**config.mk**
```make
export PLATFORM = sky130hd
export DESIGN_NAME = rect_scanout
export DESIGN_NICKNAME = d
export VERILOG_FILES = /design/src/rtl/rect_scanout.sv
export SDC_FILE = /design/constraint.sdc
export NUM_CORES = 1
export LEC_CHECK = 0
export BUFFER_PORTS_ARGS = -buffer_cell sky130_fd_sc_hd__buf_2
export CAP_MARGIN = 40
export CORE_MARGIN = 2
export CORE_UTILIZATION = 51
export DETAILED_ROUTE_END_ITERATION = 10
export PLACE_DENSITY_LB_ADDON = 0.1
export SETUP_SLACK_MARGIN = 0.4
export SYNTH_ARGS = -nofsm -noshare
export SYNTH_HDL_FRONTEND = slang
export SYNTH_SLANG_ARGS = --single-unit
```
**constraint.sdc**
```tcl
create_clock -name i_clk -period 2.3 [get_ports i_clk]
set_input_delay 0.46 -clock i_clk [delete_from_list [all_inputs] [get_ports i_clk]]
set_output_delay 0.46 -clock i_clk [all_outputs]
set_load 0.1 [all_outputs]
```
**src/rtl/rect_scanout.sv**
```systemverilog
// Raster timing generator with a frame-synchronous rectangle overlay.
// Every registered output advances only on a pixel strobe. The rectangle
// edges are shadowed at the last pixel of a frame, so any change takes
// effect from the next frame onwards.
module rect_scanout #(
  parameter int unsigned H_ACTIVE = 640,
  parameter int unsigned H_FP     = 16,
  parameter int unsigned H_SYNC   = 96,
  parameter int unsigned H_BP     = 48,
  parameter int unsigned V_ACTIVE = 480,
  parameter int unsigned V_FP     = 10,
  parameter int unsigned V_SYNC   = 2,
  parameter int unsigned V_BP     = 33
) (
  input  logic        i_clk,
  input  logic        i_rst_n,
  input  logic        i_pix_stb,
  input  logic [11:0] i_x1,
  input  logic [11:0] i_x2,
  input  logic [11:0] i_y1,
  input  logic [11:0] i_y2,
  input  logic        i_display,
  output logic        o_hs,
  output logic        o_vs,
  output logic        o_active,
  output logic [11:0] o_x,
  output logic [11:0] o_y,
  output logic        o_animate,
  output logic        o_draw
);

  localparam int unsigned CW = 12;
  localparam int unsigned HT = H_ACTIVE + H_FP + H_SYNC + H_BP;
  localparam int unsigned VT = V_ACTIVE + V_FP + V_SYNC + V_BP;

  localparam logic [CW-1:0] H_LAST   = CW'(HT - 1);
  localparam logic [CW-1:0] V_LAST   = CW'(VT - 1);
  localparam logic [CW-1:0] H_VIS    = CW'(H_ACTIVE);
  localparam logic [CW-1:0] V_VIS    = CW'(V_ACTIVE);
  localparam logic [CW-1:0] HS_BEGIN = CW'(H_ACTIVE + H_FP);
  localparam logic [CW-1:0] HS_END   = CW'(H_ACTIVE + H_FP + H_SYNC);
  localparam logic [CW-1:0] VS_BEGIN = CW'(V_ACTIVE + V_FP);
  localparam logic [CW-1:0] VS_END   = CW'(V_ACTIVE + V_FP + V_SYNC);

  // Raster counters
  logic [CW-1:0] h_q, h_d;
  logic [CW-1:0] v_q, v_d;

  // Shadowed rectangle description
  logic [CW-1:0] x1_q, x1_d;
  logic [CW-1:0] x2_q, x2_d;
  logic [CW-1:0] y1_q, y1_d;
  logic [CW-1:0] y2_q, y2_d;
  logic          disp_q, disp_d;

  // Output registers
  logic          hs_q, hs_d;
  logic          vs_q, vs_d;
  logic          active_q, active_d;
  logic [CW-1:0] x_q, x_d;
  logic [CW-1:0] y_q, y_d;
  logic          animate_q, animate_d;
  logic          draw_q, draw_d;

  logic h_wrap_c;
  logic v_wrap_c;
  logic visible_c;
  logic in_rect_c;

  // Decode of the current raster position against timing and rectangle
  always_comb begin
    h_wrap_c  = (h_q == H_LAST);
    v_wrap_c  = (v_q == V_LAST);
    visible_c = (h_q < H_VIS) && (v_q < V_VIS);
    in_rect_c = disp_q &&
                (x1_q <= h_q) && (h_q < x2_q) &&
                (y1_q <= v_q) && (v_q < y2_q);
  end

  // Counter advance and end-of-frame shadow capture
  always_comb begin
    h_d    = h_q;
    v_d    = v_q;
    x1_d   = x1_q;
    x2_d   = x2_q;
    y1_d   = y1_q;
    y2_d   = y2_q;
    disp_d = disp_q;
    if (i_pix_stb) begin
      h_d = h_wrap_c ? '0 : h_q + CW'(1);
      if (h_wrap_c) begin
        v_d = v_wrap_c ? '0 : v_q + CW'(1);
      end
      if (h_wrap_c && v_wrap_c) begin
        x1_d   = i_x1;
        x2_d   = i_x2;
        y1_d   = i_y1;
        y2_d   = i_y2;
        disp_d = i_display;
      end
    end
  end

  // Output values for the current position, loaded on a strobe
  always_comb begin
    hs_d      = hs_q;
    vs_d      = vs_q;
    active_d  = active_q;
    x_d       = x_q;
    y_d       = y_q;
    draw_d    = draw_q;
    animate_d = i_pix_stb && (h_q == '0) && (v_q == V_VIS);
    if (i_pix_stb) begin
      hs_d     = !((h_q >= HS_BEGIN) && (h_q < HS_END));
      vs_d     = !((v_q >= VS_BEGIN) && (v_q < VS_END));
      active_d = visible_c;
      x_d      = h_q;
      y_d      = v_q;
      draw_d   = visible_c && in_rect_c;
    end
  end

  // State and output registers
  always_ff @(posedge i_clk or negedge i_rst_n) begin
    if (!i_rst_n) begin
      h_q       <= '0;
      v_q       <= '0;
      x1_q      <= '0;
      x2_q      <= '0;
      y1_q      <= '0;
      y2_q      <= '0;
      disp_q    <= 1'b0;
      hs_q      <= 1'b1;
      vs_q      <= 1'b1;
      active_q  <= 1'b0;
      x_q       <= '0;
      y_q       <= '0;
      animate_q <= 1'b0;
      draw_q    <= 1'b0;
    end else begin
      h_q       <= h_d;
      v_q       <= v_d;
      x1_q      <= x1_d;
      x2_q      <= x2_d;
      y1_q      <= y1_d;
      y2_q      <= y2_d;
      disp_q    <= disp_d;
      hs_q      <= hs_d;
      vs_q      <= vs_d;
      active_q  <= active_d;
      x_q       <= x_d;
      y_q       <= y_d;
      animate_q <= animate_d;
      draw_q    <= draw_d;
    end
  end

  assign o_hs      = hs_q;
  assign o_vs      = vs_q;
  assign o_active  = active_q;
  assign o_x       = x_q;
  assign o_y       = y_q;
  assign o_animate = animate_q;
  assign o_draw    = draw_q;

endmodule

```
==> reports/metrics.csv <==
metric;value;unit
leak pwr;3.38;nW
CTS tree;done;
DP HPWL;9030;µm
Avg WL per Cell;18.6;µm
sequential area share after synthesis;0.492;
peak supply drop;478;µV
Area Growth Syn to Fin;33.1;%
fin crit share;0.967;
H-tree depth;3;
Synth Register Bits;102;
Vias per Instance;5.55;
largest net degree at the start of global routing;47;
worst setup path start;h_q[10]$_DFFE_PN0P_;
die height;105;µm
Clk Latency, worst-skew pair;370;ps
Port Buf Inserts;80;
Synth async-reset ratio;1.00;
share of the core filled with cells;0.704;
syn nets;582;
Synth Instances;480;
Tmin final;2220;ps
DR pass1 iterations;4;
vias;4186;
initial core utilization;0.529;
reg-to-reg startpoint;h_q[10]$_DFFE_PN0P_;
TritonCTS Buffers;9;
clock slew at reported path FFs;100;ps
antenna viol nets, final;0;
Root Buffer Master;clkbuf_8;
Top Ports;81;
CP bufs+invs;2;
Worst EP required;2550;ps
WL final;14000;µm
CP max FO;7;
Nets;718;
FMAX;0.449;GHz
Iter 0 DRT Violations;271;
DIE AREA;11000;µm²
first-pass GRT wire length;20400;µm
Global Route Usage Sum;0.234;
Longest Clk Path Bufs;2;
DRC;0;
HP Class;in2async;
critical path endpoint category;flop;
Core Region;9820;µm²
grt ovf;0;
Setup CP Type;reg2reg;
Worst Skew;14.3;ps
count of final setup violators;0;
crit path DAT;2470;ps
Rows;36;
slowest CP cell;or4_4;
cts hold-fix bufs;0;
cell breakdown of the critical path;nor2_2 > nand3_2 > or4_4 > nor4_4 > buf_6 > clkbuf_16 > mux2_4;
max-slew violations;0;
clock sinks;102;
initial antenna violation count;0;
Crit path max-delay family;simple AND/OR/NAND/NOR gates;
Netlist cell types;44;
Post-Syn Area;5190;µm²
Main synth FF type;dfrtp_1;
max incr delay on CP;560;ps
areal power density over the cells;632;nW/µm²
GP Congestion;0.904;
Post-synth EDFFs;0;
Yosys warnings;0;
RSZ-0062 raised after global routing;yes;
vias in the first global route;4021;
nature of the critical path startpoint;flop;
worst-margin pin slew;556;ps
status;completed;
die width;105;µm
max-cap check violation count;0;
Slew headroom;0.629;
share of cells above drive strength 1;0.412;
antenna diode count;0;
final hold violation count;0;
Avg Cell Area, Syn;10.8;µm²
setup TNS;0;ps
-- cells in the mapped netlist (2+ instances only) --
| cell type | count | area, µm² |
|---|---|---|
| mux2_1 | 5 | 56.3 |
| dfrtp_1 | 100 | 2500 |
| ha_1 | 50 | 626 |
| nor3_1 | 10 | 50.1 |
| a21oi_1 | 16 | 80.1 |
| mux2_2 | 44 | 495 |
| dfstp_2 | 2 | 52.6 |
| nor2b_1 | 2 | 12.5 |
| clkbuf_1 | 3 | 11.3 |
| nand4_1 | 17 | 106 |
| o211ai_1 | 2 | 15.0 |
| buf_2 | 2 | 10.0 |
| o21ai_1 | 10 | 50.1 |
| buf_1 | 2 | 7.51 |
| nand3_1 | 15 | 75.1 |
| nor2_1 | 17 | 63.8 |
| xnor2_1 | 15 | 131 |
| inv_1 | 51 | 191 |
| nor4_1 | 8 | 50.1 |
| a21o_1 | 4 | 30.0 |
| o21ai_0 | 26 | 130 |
| o22ai_1 | 3 | 18.8 |
| a211oi_1 | 4 | 30.0 |
| nand2_1 | 45 | 169 |
| or3_1 | 4 | 25.0 |
| buf_4 | 5 | 37.5 |
-- state kept, by name, indices dropped and copies added (netlist names), 12 cells and up --
name / cells
x2_q: 12
x1_q: 12
y1_q: 12
o_x: 12
o_y: 12
h_q: 12
v_q: 12
y2_q: 12
-- area by class of cell --
cell class,instances,area (µm²)
Fill cell,756,2910
Multi-Input combinational cell,314,2680
Inverter,51,195
Sequential cell,102,2560
Clock buffer,13,159
Clock inverter,3,90.1
Tap cell,133,166
Timing Repair Buffer,138,1060
-- cell families (layout without fill, tap and decap cells) --
family | count (synthesis) | after routing | synth area share
AO/OA/AOI/OAI | 76 | 76 | 0.0860
AND/OR/NAND/NOR | 124 | 124 | 0.118
buffers and inverters | 64 | 205 | 0.0518
flip-flops | 102 | 102 | 0.492
multiplexers | 49 | 49 | 0.106
adder cells (fa/ha/maj) | 50 | 50 | 0.120
XOR/XNOR | 15 | 15 | 0.0253
-- layout by cell type (no fill, tap or decap), types with 9 or more instances in the layout --
master,Yosys,routed
a21oi_1,16,15
buf_2,2,79
buf_4,5,39
clkbuf_8,0,11
dfrtp_1,100,96
ha_1,50,47
inv_1,51,50
mux2_2,44,24
mux2_4,0,25
nand2_1,45,25
nand2_2,0,14
nand3_1,15,13
nand4_1,17,17
nor2_1,17,15
nor3_1,10,9
o21ai_0,26,14
o21ai_1,10,11
o21ai_2,0,11
xnor2_1,15,15
-- layer usage --
metal / up-vias / track usage / routed length [µm] / part of all wire
li1: 1966 / - / - / -
met1: 2093 / 0.333 / 6280 / 0.45
met2: 108 / 0.378 / 6920 / 0.49
met3: 19 / 0.0368 / 608 / 0.043
met4: 0 / 0.0571 / 226 / 0.016
met5: - / 0 / 0 / 0
-- worst paths after layout --
| path | end | slack [ps] | depth (start not counted) |
|---|---|---|---|
| worst max-delay path | y1_q[9]$_DFFE_PN0P_ | 80 | 7 |
| max in group asynchronous | o_x[11]$_DFFE_PN0P_ | 1480 | 2 |
| worst min register to register | o_y[4]$_DFFE_PN0P_ | 510 | 1 |
| worst min-delay path | y1_q[0]$_DFFE_PN0P_ | 70 | 1 |
| min in group i_clk | y2_q[9]$_DFFE_PN0P_ | 290 | 3 |
| worst max register to register | y1_q[9]$_DFFE_PN0P_ | 80 | 7 |
-- where the power goes --
part           leakage, nW  internal (mW)  switching (mW)  total, mW
Clock                0.124          0.785           0.611       1.40
Sequential            1.18           1.89          0.0711       1.96
Combinational         2.08          0.284           0.727       1.01
-- metrics by stage --
stage	cell area, µm²	setup slack (ps)	cells	power [mW]	hold WS, ps
floorplan	5210	99.9	480	2.65	164
detailed placement	5960	109	711	2.97	486
global placement	5960	160	711	2.94	478
global route	6910	21.2	754	4.56	93.2
CTS	6450	95.8	739	4.35	89.6
finish	6910	75.2	754	4.37	74.5
-- timing repair --
action | in CTS | in global routing
buffers inserted | 10 | 6
cloned | 2 | 9
hold endpoints to repair | 0 | 0
resized for setup | 31 | 78
setup endpoints to repair | 57 | 61
pin swaps | 9 | 12
-- worst reg2reg max path, cell delays in order, from the launching register on --
cell	delay (ps)
dfrtp_1	400
nor2_2	170
nand3_2	90
or4_4	560
nor4_4	210
buf_6	180
clkbuf_16	180
mux2_4	300
No activity file was read; power rests on OpenSTA's default activity.
